[config.mk]
export PLATFORM = sky130hd
export DESIGN_NAME = rat_int_ctrl
export DESIGN_NICKNAME = d
export VERILOG_FILES = /design/src/rtl/rat_pkg.sv /design/src/rtl/irq_sync.sv /design/src/rtl/rat_int_ctrl.sv
export SDC_FILE = /design/constraint.sdc
export NUM_CORES = 1
export LEC_CHECK = 0
export ABC_AREA = 1
export CORE_MARGIN = 4
export CORE_UTILIZATION = 30
export CTS_CLUSTER_DIAMETER = 200
export DETAILED_ROUTE_END_ITERATION = 12
export SYNTH_ARGS = -nofsm -noshare
export SYNTH_HDL_FRONTEND = slang
export SYNTH_SLANG_ARGS = --single-unit
[constraint.sdc]
create_clock -name CLK -period 1.4 [get_ports CLK]
set_clock_uncertainty 0.1 [all_clocks]
set_input_delay 0.28 -clock CLK [delete_from_list [all_inputs] [get_ports CLK]]
set_output_delay 0.28 -clock CLK [all_outputs]
set_load 0.03 [all_outputs]
[src/rtl/rat_pkg.sv]
// Shared definitions for the interrupt controller: default widths/vectors and FSM states.
package rat_pkg;

   localparam int unsigned PC_W_DEF = 10;
   localparam logic [9:0]  VEC_BASE_DEF = 10'h3F8;

   typedef enum logic [0:0] {
      IDLE    = 1'b0,
      SERVICE = 1'b1
   } state_e;

   // Channel-index width; a single channel still needs one bit.
   function automatic int unsigned id_width(input int unsigned n);
      return (n > 1) ? $clog2(n) : 1;
   endfunction

endpackage

[src/rtl/irq_sync.sv]
// Two-flop synchroniser for one interrupt line with a rising-edge detector.
module irq_sync (
   input  logic clk,
   input  logic rst,
   input  logic irq,
   output logic level,
   output logic rise
);

   logic meta;
   logic sync;
   logic prev;

   always_ff @(posedge clk or posedge rst) begin
      if (rst) begin
         meta <= 1'b0;
         sync <= 1'b0;
         prev <= 1'b0;
      end else begin
         meta <= irq;
         sync <= meta;
         prev <= sync;
      end
   end

   assign level = sync;
   assign rise  = sync & ~prev;

endmodule

[src/rtl/rat_int_ctrl.sv]
// Interrupt controller: synchronised sources, pending/mask registers, fixed
// lowest-index priority and a two-state accept/return handshake with the control unit.
module rat_int_ctrl
   import rat_pkg::*;
#(
   parameter int unsigned      N_IRQ     = 4,
   parameter int unsigned      PC_W      = PC_W_DEF,
   parameter logic [PC_W-1:0]  VEC_BASE  = PC_W'(VEC_BASE_DEF),
   parameter logic [N_IRQ-1:0] EDGE_MODE = {N_IRQ{1'b1}},
   parameter logic [N_IRQ-1:0] MASK_RST  = {N_IRQ{1'b1}},
   localparam int unsigned     ID_W      = id_width(N_IRQ)
) (
   input  logic             CLK,
   input  logic             RESET,
   input  logic [N_IRQ-1:0] IRQ,
   input  logic             MASK_WR,
   input  logic [N_IRQ-1:0] MASK_DIN,
   input  logic             SEI,
   input  logic             CLI,
   input  logic             INT_ACK,
   input  logic             RETIE,
   input  logic             C_FLG,
   input  logic             Z_FLG,
   output logic             INT_REQ,
   output logic [PC_W-1:0]  INT_VEC,
   output logic [ID_W-1:0]  INT_ID,
   output logic             SHAD_C,
   output logic             SHAD_Z,
   output logic             IE,
   output logic             IN_SERVICE,
   output logic [N_IRQ-1:0] PENDING
);

   logic [N_IRQ-1:0] sync_lvl;
   logic [N_IRQ-1:0] rise;
   logic [N_IRQ-1:0] mask;
   logic [N_IRQ-1:0] req_vec;
   logic [N_IRQ-1:0] pending_n;
   logic [N_IRQ-1:0] clr;

   state_e           state;
   state_e           state_n;
   logic             ie_n;
   logic             accept;
   logic             retie_eff;
   logic [ID_W-1:0]  win_id;
   logic [PC_W-1:0]  win_vec;
   logic [ID_W-1:0]  int_id_n;
   logic [PC_W-1:0]  int_vec_n;
   logic             shad_c_n;
   logic             shad_z_n;

   for (genvar g = 0; g < N_IRQ; g++) begin : g_sync
      irq_sync u_sync (
         .clk   (CLK),
         .rst   (RESET),
         .irq   (IRQ[g]),
         .level (sync_lvl[g]),
         .rise  (rise[g])
      );
   end

   assign req_vec    = PENDING & mask;
   assign IN_SERVICE = (state == SERVICE);
   assign INT_REQ    = IE & ~IN_SERVICE & (|req_vec);

   // Scan downwards so the lowest-index request is the last one assigned.
   always_comb begin
      win_id = '0;
      for (int i = N_IRQ - 1; i >= 0; i--) begin
         if (req_vec[i]) win_id = ID_W'(i);
      end
   end

   assign win_vec = VEC_BASE + PC_W'(win_id);

   // Next state, captured context and IE update.
   always_comb begin
      state_n   = state;
      ie_n      = IE;
      int_id_n  = INT_ID;
      int_vec_n = INT_VEC;
      shad_c_n  = SHAD_C;
      shad_z_n  = SHAD_Z;
      clr       = '0;
      accept    = 1'b0;
      retie_eff = 1'b0;
      case (state)
         IDLE: begin
            if (INT_ACK && INT_REQ) begin
               accept    = 1'b1;
               state_n   = SERVICE;
               int_id_n  = win_id;
               int_vec_n = win_vec;
               shad_c_n  = C_FLG;
               shad_z_n  = Z_FLG;
               clr       = EDGE_MODE & (N_IRQ'(1) << win_id);
            end else if (RETIE) begin
               retie_eff = 1'b1;
            end
         end
         SERVICE: begin
            if (RETIE) begin
               retie_eff = 1'b1;
               state_n   = IDLE;
            end
         end
         default: state_n = IDLE;
      endcase
      if (CLI)                    ie_n = 1'b0;
      else if (accept)            ie_n = 1'b0;
      else if (SEI || retie_eff)  ie_n = 1'b1;
   end

   // Edge channels latch (a new edge beats the accept clear); level channels track.
   always_comb begin
      pending_n = '0;
      for (int i = 0; i < N_IRQ; i++) begin
         if (EDGE_MODE[i]) pending_n[i] = (PENDING[i] & ~clr[i]) | rise[i];
         else              pending_n[i] = sync_lvl[i];
      end
   end

   always_ff @(posedge CLK or posedge RESET) begin
      if (RESET) state <= IDLE;
      else       state <= state_n;
   end

   always_ff @(posedge CLK or posedge RESET) begin
      if (RESET) begin
         IE      <= 1'b0;
         PENDING <= '0;
         mask    <= MASK_RST;
         INT_ID  <= '0;
         INT_VEC <= VEC_BASE;
         SHAD_C  <= 1'b0;
         SHAD_Z  <= 1'b0;
      end else begin
         IE      <= ie_n;
         PENDING <= pending_n;
         INT_ID  <= int_id_n;
         INT_VEC <= int_vec_n;
         SHAD_C  <= shad_c_n;
         SHAD_Z  <= shad_z_n;
         if (MASK_WR) mask <= MASK_DIN;
      end
   end

endmodule

; Word level (Yosys, flattened, before mapping)
; Index checks and enable logic that the tools add are counted.
[op_classes]
shifts = 1
reduce_logical = 5
add_sub_neg = 1
n_mux = 16
bitwise_logic = 24
[ops]
columns = op, count
row1 = 1-bit AND, 10
row2 = 1-bit NOT, 9
row3 = 1-bit 2-to-1 mux, 8
row4 = 2-bit 2-to-1 mux, 4
row5 = 4-bit 2-to-1 mux, 2
row6 = 4-bit by 3-bit adder with 5-bit output (first input constant), 1
row7 = 4-bit AND, 1
row8 = 1-bit bitwise OR, 4
row9 = 1-bit one-hot mux with 2 select lines, 2
row10 = 4-bit OR reduction, 1
row11 = 1-bit by 2-bit << shifter with 4-bit output (first input constant), 1
row12 = 3-bit nonzero test, 1
row13 = 2-bit AND reduction, 1
row14 = 1-bit logical AND, 1
row15 = 1-bit logical OR, 1
[word_totals]
register_bits = 36
out_inout_bits = 21
in_bits = 17

; Depth between registers and ports, before layout
[depth]
word_depth = 11
depth_mapped = 7
ltp_nobuf = 7

; Cells and area by module
; A second synthesis with hierarchy kept.
[unflattened]
hier_cells = 109
hier_area_um2 = 1108.6
[modules_own_cells]
columns = module, instances, cells_per_inst, area_each_um2
row1 = rat_int_ctrl, 1, 85, 753.2
row2 = irq_sync, 4, 6, 88.8

; Worst setup path after synthesis
; Ideal clock, no wire load.
[synth_path]
path_kind = flip-flop to flip-flop
from = register PENDING[2]
to = register PENDING[1]
period_less_slack_ns = 1.431
setup_time_ns = 0.118
t_required_ns = 1.182
arrival_ns = 1.213
path_buffers = 0
stages_incl_launch_ff = 8
slack_ns = -0.031
path_cell_list = dfrtp_1 -> nand2_1 -> nand2_1 -> nor2_4 -> nor2_8 -> nand3_1 -> nand2_1 -> nand2_1
[synth_between]
word_cells_on_any_way = 13
cone_classes = 1 x shift / 5 x mux / 5 x bitwise / 2 x reduce/logical
[synth_rtl]
columns = element, line
row1 = start: declaration, rat_int_ctrl.sv:31  ; output logic [N_IRQ-1:0] PENDING
row2 = start signal: assignment, rat_int_ctrl.sv:140  ; PENDING <= pending_n;
row3 = 4-bit AND, rat_int_ctrl.sv:63  ; assign req_vec = PENDING & mask;
row4 = 4-bit OR reduction, rat_int_ctrl.sv:65  ; assign INT_REQ = IE & ~IN_SERVICE & (|req_vec);
row5 = 1-bit AND, rat_int_ctrl.sv:65
row6 = via INT_REQ, rat_int_ctrl.sv:24  ; output logic INT_REQ,
row7 = 1-bit logical AND, rat_int_ctrl.sv:90  ; if (INT_ACK && INT_REQ) begin
row8 = 4-bit 2-to-1 mux, rat_int_ctrl.sv:90
row9 = 4-bit 2-to-1 mux, rat_int_ctrl.sv:88  ; case (state)
row10 = 1-bit NOT, rat_int_ctrl.sv:119  ; if (EDGE_MODE[i]) pending_n[i] = (PENDING[i] & ~clr[i]) | rise[i];
row11 = 1-bit AND, rat_int_ctrl.sv:119
row12 = 1-bit bitwise OR, rat_int_ctrl.sv:119
row13 = via pending_n[1], rat_int_ctrl.sv:38  ; logic [N_IRQ-1:0] pending_n;
; The timed path passes the listed nets, and every way through them passes these cells.
; A chain may end at the register's enable or synchronous reset.

; Worst setup path in the final report
[layout_path]
from = register mask[0]
to = output port INT_REQ
[layout_between]
elab_chain_cells = 3
[layout_rtl]
columns = element, line
row1 = start: declaration, rat_int_ctrl.sv:36  ; logic [N_IRQ-1:0] mask;
row2 = start signal: assignment, rat_int_ctrl.sv:133  ; mask <= MASK_RST;
row3 = start signal: assignment, rat_int_ctrl.sv:145  ; if (MASK_WR) mask <= MASK_DIN;
row4 = 4-bit AND, rat_int_ctrl.sv:63
row5 = 4-bit OR reduction, rat_int_ctrl.sv:65
row6 = 1-bit AND, rat_int_ctrl.sv:65
row7 = end: declaration, rat_int_ctrl.sv:24
; Every way passes these cells.

==> impl_metrics.json <==
{
  "max-cap-violations": 0,
  "fmax_mhz": 600,
  "grt_max_degree": 27,
  "whs_ns": 0.176,
  "clk_pin_slew_ns": 0.13,
  "routed_wl_mm": 2.04,
  "p_leak_nw": 0.749,
  "initial_utilization": 0.316,
  "cellPowerDensity_nw_per_um2": 1250,
  "cpMostUsedCell": "nand2_4",
  "path_cells": "nand2_4 -> nand2_4 -> nor2_4 -> nor2_8 -> buf_6",
  "met2_usage": 0.166,
  "clock_latency_ns": 0.31,
  "setup-violations-final": 9,
  "final_core_util": 0.452,
  "ios": 38,
  "tritoncts": "built",
  "netlist_area_um2": 1070,
  "drive_above_1_share": 0.397,
  "worstHoldPathType": "in2async",
  "netlist.area_leader.share": 0.514,
  "finalHoldViolCount": 0,
  "grt_setup_unrepaired": "true",
  "synth_top_area_cell": "dfrtp_1",
  "crit_slowest_cell": "dfstp_2",
  "setup_tns_ns": -0.671,
  "final_common_cell": "dfrtp_1",
  "synth_cell_types": 19,
  "use_met1": 0.126,
  "die_w_um": 67.8,
  "via_per_inst": 4.06,
  "required_ns": 1.02,
  "synth.yosys.seq_area_share": 0.612,
  "syn_inst": 101,
  "fp.dieH_um": 67.8,
  "num_antenna_cells": 0,
  "status": "finished, violations left",
  "synth.area.top_cells": "dfrtp_1 51%, dfstp_2 9.8%, nand2_1 8.1%",
  "portBuffers": 29,
  "grt_usage": 0.102,
  "grt_pass1_wl_mm": 3.51,
  "finalCritPeriodShare": 1.19,
  "hpwl_mm": 1.55,
  "cpPeakStageDelay_ns": 0.59,
  "h-tree-depth": 1,
  "dieArea_um2": 4590,
  "cp_max_fo": 2,
  "layout.cells.non_filler": 187,
  "numClockSinks": 26,
  "first_global_vias": 813,
  "met3_usage": 0.0349,
  "dp_cells": 181,
  "route.detailed.drc": 0,
  "gp_congestion": 0.759,
  "cts_buffer_depth": 2,
  "final.min_clock_period_ns": 1.67,
  "area_growth_pct": 43.1,
  "ant_nets": 0,
  "ir_worst_vdd_mv": 0.457,
  "drt-initial-drc-count": 19,
  "worst_slack_ns": -0.268,
  "cp-end-kind": "output port",
  "antenna_found_initial": 0,
  "ys_warn_count": 0,
  "grt.busiest_layer": "met2",
  "drv_slew": 0,
  "cts_buffers": 3,
  "critPathArrivalTime_ns": 1.29,
  "wl_per_cell_um": 10.9,
  "crit_path_start_kind": "flip-flop",
  "overflow": 0,
  "path_class": "reg2out",
  "violations": "setup timing",
  "cts-root-buf": "clkbuf_4",
  "mostFrequentLayoutCells": "20 x dfrtp_1, 19 x buf_4, 16 x nand2_1, 16 x clkdlybuf4s50_1, 12 x inv_1",
  "nets": 160,
  "ys_ff_latch": 26,
  "coreArea_um2": 3390,
  "syn_area_per_cell_um2": 10.6,
  "first_pass_iters": 4,
  "vias": 760,
  "rows": 21
}
## registers in the layout (all words and copies together), names as in the netlist, 2 cells and up
signal and cells:
PENDING 4, g_sync.u_sync.meta 4, INT_ID 2, g_sync.u_sync.prev 4
mask 4, g_sync.u_sync.level 4
## cells by family (layout without fill, tap and decap cells)
family	Yosys count	in the layout	synth area share
multiplexers	4	4	0.0421
buffers and inverters	24	58	0.120
AO/OA/AOI/OAI	4	4	0.0245
AND/OR/NAND/NOR	41	41	0.194
other	2	8	0.00701
flip-flops	26	26	0.612
## cell type report
class	count	area [µm²]
clock buffer	3	22.5
multi-input combinational	57	353
tap	46	57.6
timing repair buffer	42	390
inverter	13	51.3
fill	333	1860
sequential	26	658
## cells in the mapped netlist
cell type and count:
a21boi_2 1, a21oi_1 1, buf_2 1, buf_4 10, conb_1 2, dfrtp_1 22, dfstp_2 4, inv_1 13
mux2_2 4, nand2_1 23, nand2_2 3, nand2_4 1, nand3_1 7, nand4_1 2, nor2_1 2, nor2_4 1
nor2_8 1, nor3_1 1, o21ai_0 2
## power breakdown
group	leakage (nW)	switching (mW)	internal, mW
Clock	0.0138	0.200	0.100
Sequential	0.293	0.0615	0.848
Combinational	0.443	0.407	0.301
## stage by stage
step | total power, mW | setup slack (ns) | instance area [µm²]
6_report | 1.92 | -0.268 | 1530
4_1_cts | 1.88 | -0.320 | 1470
3_5_place_dp | 1.56 | -0.134 | 1420
3_3_place_gp | 1.55 | -0.0910 | 1420
5_1_grt | 2.03 | -0.361 | 1530
2_1_floorplan | 1.32 | 0.0129 | 1100
## final timing paths
check | cells after the start | start | slack, ns | end
worst max-delay path | 5 | mask[0]$_DFFE_PP1P_ | -0.27 | INT_REQ
worst min-delay path | 3 | RESET | 0.18 | g_sync[0].u_sync.meta$_DFF_PP0_
worst max register to register | 9 | mask[0]$_DFFE_PP1P_ | -0.06 | SHAD_C$_DFFE_PP0P_
worst min register to register | 0 | g_sync[2].u_sync.meta$_DFF_PP0_ | 0.26 | g_sync[2].u_sync.level$_DFF_PP0_
max in group asynchronous | 3 | RESET | 0.80 | mask[1]$_DFFE_PP1P_
min in group CLK | 0 | g_sync[2].u_sync.meta$_DFF_PP0_ | 0.26 | g_sync[2].u_sync.level$_DFF_PP0_
## critical path, delay by kind of cell, from the launching register on
family	cells	cell delay, ns
and+or+nand+nor	4	0.26
DFF	1	0.59
buffers and inverters	1	0.13
## layer usage
metal | share of wire | up-vias
met5 | 0 | -
met3 | 0.082 | 0
li1 | - | 374
met4 | 0 | 0
met2 | 0.51 | 28
met1 | 0.41 | 358
## repair_timing
action / CTS / global route
setup buffers: 2 / 4
hold buffers: 0 / 0
resized for setup: 6 / 16
cloned: 0 / 0
setup endpoints to repair: 4 / 13
pin swaps: 3 / 10
Power figures use the tool's default switching activity.
